==> src/rtl/sha256_msg_schedule.sv <==
// SHA-256 message schedule: loads a 16-word block, then streams W_0..W_63
// out of a 16-entry sliding window expanded with sigma0/sigma1.
module sha256_msg_schedule (
    input  logic        clock,
    input  logic        reset,
    input  logic        msg_valid,
    input  logic [31:0] msg_word,
    output logic        msg_ready,
    output logic        w_valid,
    output logic [31:0] w_word,
    output logic [5:0]  w_index,
    input  logic        w_ready,
    output logic        block_done
);

    typedef enum logic {LOAD = 1'b0, EMIT = 1'b1} state_e;

    state_e             state_q;
    logic [3:0]         load_cnt_q;
    logic [5:0]         emit_cnt_q;
    logic [15:0][31:0]  win_q, win_d;
    logic               block_done_q;

    logic               load_hs, emit_hs;
    logic [31:0]        w_new;

    function automatic logic [31:0] sig0(input logic [31:0] x);
        return {x[6:0], x[31:7]} ^ {x[17:0], x[31:18]} ^ (x >> 3);
    endfunction

    function automatic logic [31:0] sig1(input logic [31:0] x);
        return {x[16:0], x[31:17]} ^ {x[18:0], x[31:19]} ^ (x >> 10);
    endfunction

    assign load_hs = (state_q == LOAD) && msg_valid;
    assign emit_hs = (state_q == EMIT) && w_ready;

    // win_q[0] holds W_t; the new tail word is W_{t+16}
    assign w_new = sig1(win_q[14]) + win_q[9] + sig0(win_q[1]) + win_q[0];

    always_comb begin
        win_d = win_q;
        if (load_hs) begin
            win_d[load_cnt_q] = msg_word;
        end else if (emit_hs) begin
            for (int i = 0; i < 15; i++) win_d[i] = win_q[i+1];
            win_d[15] = w_new;
        end
    end

    always_ff @(posedge clock or negedge reset) begin
        if (!reset) begin
            state_q      <= LOAD;
            load_cnt_q   <= '0;
            emit_cnt_q   <= '0;
            win_q        <= '0;
            block_done_q <= 1'b0;
        end else begin
            win_q        <= win_d;
            block_done_q <= emit_hs && (emit_cnt_q == 6'd63);
            case (state_q)
                LOAD: if (load_hs) begin
                    load_cnt_q <= load_cnt_q + 4'd1;
                    if (load_cnt_q == 4'd15) begin
                        state_q    <= EMIT;
                        emit_cnt_q <= '0;
                    end
                end
                EMIT: if (emit_hs) begin
                    emit_cnt_q <= emit_cnt_q + 6'd1;
                    // words past W_63 are still shifted in but never presented
                    if (emit_cnt_q == 6'd63) begin
                        state_q    <= LOAD;
                        load_cnt_q <= '0;
                    end
                end
            endcase
        end
    end

    assign msg_ready  = (state_q == LOAD);
    assign w_valid    = (state_q == EMIT);
    assign w_word     = win_q[0];
    assign w_index    = emit_cnt_q;
    assign block_done = block_done_q;

endmodule

==> config.mk <==
export PLATFORM = sky130hd
export DESIGN_NAME = sha256_msg_schedule
export DESIGN_NICKNAME = d
export VERILOG_FILES = /design/src/rtl/sha256_msg_schedule.sv
export SDC_FILE = /design/constraint.sdc
export NUM_CORES = 1
export LEC_CHECK = 0
export ABC_AREA = 0
export CAP_MARGIN = 25
export CORE_ASPECT_RATIO = 1.1
export CORE_MARGIN = 5
export CORE_UTILIZATION = 40
export CTS_CLUSTER_SIZE = 24
export DETAILED_ROUTE_END_ITERATION = 12
export DONT_BUFFER_PORTS = 1
export PLACE_DENSITY = 0.64
export SLEW_MARGIN = 20
export SYNTH_ARGS = -nofsm -noshare
export SYNTH_HDL_FRONTEND = slang
export SYNTH_SLANG_ARGS = --single-unit
==> constraint.sdc <==
create_clock -name clock -period 12.8 [get_ports clock]
set_clock_uncertainty 0.15 [all_clocks]
set_input_delay 2.56 -clock clock [delete_from_list [all_inputs] [get_ports clock]]
set_output_delay 2.56 -clock clock [all_outputs]
set_load 0.005 [all_outputs]
After elaboration in Yosys (flattened, before gate mapping)
Index checks and enable logic that the tools add are counted.
{ "word_totals": {"reg_bits": 524, "wordCells": 63} }
{ "op_classes": {"n_lt_le_gt_ge": 2, "add_sub_neg": 5, "n_eq_ne": 6, "bitwise": 5, "n_reduce_logical": 7, "mux": 18} }
{ "op_table": {"columns": ["op", "n"], "rows": [
  ["512-bit 2-to-1 mux", 2],
  ["512-bit bitwise mux", 1],
  ["32-bit demux with 4-bit select", 1],
  ["32-bit adder", 3],
  ["32-bit bitwise XOR", 2],
  ["32-bit 2-to-1 mux", 1],
  ["32-bit by 22-bit bitwise XOR with 32-bit output", 1],
  ["32-bit by 29-bit bitwise XOR with 32-bit output", 1],
  ["6-bit 2-to-1 mux", 3],
  ["4-bit 2-to-1 mux", 3],
  ["6-bit case mux with 2 select lines", 1],
  ["2-bit by 1-bit inequality test with 1-bit output, second input constant", 4],
  ["4-bit case mux with 2 select lines", 1],
  ["6-bit by 1-bit adder with 6-bit output, second input constant", 1],
  ["6-bit equality test, second input constant", 1],
  ["3-bit AND reduction", 2],
  ["4-bit by 5-bit less-than comparator with 1-bit output, second input constant", 1],
  ["4-bit by 1-bit adder with 4-bit output, second input constant", 1],
  ["4-bit equality test, second input constant", 1],
  ["4-bit by 1-bit greater-or-equal comparator with 1-bit output, second input constant", 1],
  ["1-bit logical AND", 4],
  ["1-bit 2-to-1 mux", 4],
  ["1-bit case mux with 2 select lines", 1],
  ["2-bit nonzero test", 1],
  ["1-bit inverter", 1]
]} }

Longest topological paths before layout
{ "logic_depth": {"word_depth": 7, "ltp_mapped": 17, "mapped_depth_nobuf": 16} }

Worst setup path before layout
No wires, ideal clock.
{ "synth_path": {"path_kind": "input to register", "from": "input msg_valid", "to": "register win_q[509] (netlist bit)", "slack_ns": 8.569, "arrival_ns": 3.941, "stages": 8, "t_required_ns": 12.510, "n_path_buf": 2, "cell_sequence": "nor2b_1 buf_2 nand2_1 nor2_1 nor2_1 clkbuf_1 a221oi_1 nand4_1"} }
{ "synth_between": {"elab_chain_cells": 2} }
{ "synth_lines": {"columns": ["item", "line_no", "source"], "rows": [
  ["start: declaration", "6", "input logic msg_valid,"],
  ["1-bit logical AND (*)", "35", "assign load_hs = (state_q == LOAD) && msg_valid;"],
  ["512-bit 2-to-1 mux or 2-bit nonzero test (tied branches)", null, null],
  ["end signal: assignment", "59", "win_q <= win_d;"],
  ["end: declaration", "21", "logic [15:0][31:0] win_q, win_d;"]
]} }
Mark *: on every way between the ends. The rest lies on a longest branch, timed or not.
A chain may end at the register's enable or synchronous reset.

Worst setup path after layout
{ "layout_path": {"from": "input w_ready", "to": "register win_q[58] (netlist bit)"} }
{ "layout_between": {"elab_chain_cells": 2} }
{ "layout_lines": {"columns": ["item", "line_no", "source"], "rows": [
  ["start: declaration", "12", "input logic w_ready,"],
  ["1-bit logical AND", "36", "assign emit_hs = (state_q == EMIT) && w_ready;"],
  ["2-bit nonzero test (no source line)", null, null]
]} }
Every way passes these cells.

==> impl_metrics.toml <==
[run_status]
outcome = "complete, no violations"

[sta]
finalSetupViolations = 0
final.period_utilization_pct = 39.9
finalCriticalPeriod_ps = 5110
grt_setup_unrepaired = "false"
hold_viol_final = 0
slew_violations = 0
worstMarginPinSlew_ps = 1320
max_freq_mhz = 196
slew-limit-headroom_pct = 12.3
fin_setup_tns_ps = 0

[critical_path]
worst-endpoint-arrival_ps = 5450
cp_max_fo = 69
cp_slowest_stage_delay_ps = 690
crit_type = "input port to flip-flop"
cp-start-kind = "input port"
worst-endpoint-required_ps = 13140
crit_path_frequent_cell = "buf_4"
crit_chain = "nand2_4, buf_4, buf_4, nand2_2, nor2_1, a21oi_1"
endpoint_kind = "flip-flop"
crit_slowest_cell = "nand2_2"

[synthesis]
ys_seq_elements = 524
postSynthAreaPerCell_sq_um = 8.10
synth_top_area_share_pct = 46.4
synth_seq_area_share_pct = 46.4
synth_cells = 3489
yosysWarningCount = 0
synthTopCellsByArea = "dfrtp_1, o21ai_0, a21oi_1"
ys_top_cells_by_count = "nand2_1, o21ai_0, dfrtp_1"
netlist_area_sq_um = 28300
yosys_most_used_dff = "dfrtp_1"
synth_edf_count = 0
async_flop_share_pct = 100
synth_cell_type_count = 52
yosys.area.top_type = "dfrtp_1"
synth.most_common_cell = "nand2_1"
synth_nets = 3623

[routing]
drt_iter0_drc = 3025
vias = 24335
final_antenna_net_count = 0
avgViaCountPerCell = 5.76
wire_per_inst_microns = 22.2
firstDrtPassIters = 5
drc = 0
routed_wl_mm = 94.0

[grt]
grt_max_degree = 525
use_met2_pct = 38.5
grt_pass1_wl_mm = 146
top_usage_layer = "met2"
grt_overflow_total = 0
met1_usage_pct = 32.9
use_met3_pct = 3.96
grt_antenna_before_repair = 1
grt_pass1_vias = 23596
track_usage_pct = 24.1

[placed_design]
gp_congestion = 0.952
hpwl_mm = 58.2
port_buffers = 0

[floorplanning]
die_w_microns = 263
num_io_pins = 77
rows = 102
core_sq_um = 70200
die_area_sq_um = 76000
start_util_pct = 40.2
die_height_microns = 289

[layout]
finalNetCount = 3382
final.fill_count = 6923
diodes = 0
area_delta_synth_final_pct = 6.90
drive_gt1_share_pct = 4.29

[clock_tree]
insertion_delay_ps = 630
cts-root-buf = "clkbuf_16"
clock-sinks = 524
cts_resized = 0
numCtsBuffers = 52
hold_buffers = 0
cts_setup_buffers = 0
htree_levels = 2
clk_pin_slew_ps = 60
cts_buffer_depth = 3
cts_tree = "yes"

[run]
maxCapViolCount = 0

[worst_hold_path]
holdCritPathClass = "flip-flop to flip-flop"
-- cells in the final DEF, fill, tap and decap left out, types with 3 or more instances in the layout --
cell type / count
nand4_1: 8
or4_1: 3
dfrtp_1: 524
clkbuf_16: 52
a221o_1: 4
a21oi_1: 515
nand2_2: 4
clkinv_2: 9
a21o_1: 8
a22o_1: 3
nor3b_1: 3
a22oi_1: 18
clkbuf_1: 9
clkbuf_8: 15
mux2i_1: 3
o211ai_1: 8
nand2_1: 546
ha_1: 36
fa_1: 62
nor3_1: 16
buf_4: 36
nor2b_1: 3
nor2_1: 503
bufinv_16: 4
inv_1: 136
buf_16: 4
o21bai_1: 4
nand3_1: 19
and3_1: 8
a221oi_1: 5
xnor2_1: 84
o21ai_0: 526
o21a_1: 3
xor2_1: 58
a31oi_1: 8
-- layer usage --
layer  routed length (microns)  share of wire (%)
met5                         0                  0
met4                      4580                4.9
met3                      7500                8.0
met2                     43300                 46
met1                     38600                 41
-- through the flow --
step	hold slack (ps)	utilization, %	worst slack [ps]	area (sq um)	std cells
3_5_place_dp	313	40.4	7140	28300	4126
3_3_place_gp	312	40.4	7170	28300	4126
5_1_grt	372	43.0	7490	30200	4223
6_report	345	43.0	7690	30200	4223
4_1_cts	338	42.9	7780	30100	4219
2_1_floorplan	296	-	8570	28300	3489
-- critical path, delay by kind of cell --
kind            cells  cell delay (ps)
simple gates        3             1420
buf+inv             2             1280
compound gates      1               60
-- final timing paths --
path | from | end | slack, ps | cells past startpoint
hold reg to reg | win_q[481]$_DFFE_PN0P_ | win_q[481]$_DFFE_PN0P_ | 350 | 2
hold / removal | win_q[481]$_DFFE_PN0P_ | win_q[481]$_DFFE_PN0P_ | 350 | 2
setup reg to reg | win_q[466]$_DFFE_PN0P_ | win_q[505]$_DFFE_PN0P_ | 8150 | 15
setup / recovery | w_ready | win_q[58]$_DFFE_PN0P_ | 7690 | 6
max in group asynchronous | reset | win_q[172]$_DFFE_PN0P_ | 8550 | 3
min in group asynchronous | reset | win_q[283]$_DFFE_PN0P_ | 1490 | 0
-- cell type report --
class | instances | area [sq um] | area share, %
Inverter | 136 | 510 | 1.69
Clock inverter | 17 | 219 | 0.725
Timing Repair Buffer | 41 | 400 | 1.33
Multi-Input combinational cell | 2493 | 13200 | 43.9
Sequential cell | 524 | 13100 | 43.4
Clock buffer | 76 | 1540 | 5.10
Tap cell | 936 | 1170 | 3.88
-- logic make-up (layout without fill, tap and decap cells) --
logic type / Yosys count / after routing / synth area share [%]
compound gates: 1121 / 1121 / 20.7
xor+xnor: 142 / 142 / 4.40
fa+ha+maj: 98 / 98 / 5.99
buf+inv: 472 / 270 / 6.80
flops: 524 / 524 / 46.4
mux: 5 / 5 / 0.186
simple gates: 1127 / 1127 / 15.5
-- state kept, by name (all words and copies together) (netlist names) --
register	count
block_done	1
load_cnt_q	4
w_index	6
w_valid	1
w_word	32
win_q	480
Power is not shown: default switching activity piles up to over one toggle a cycle in this logic, so the estimate is an artifact.
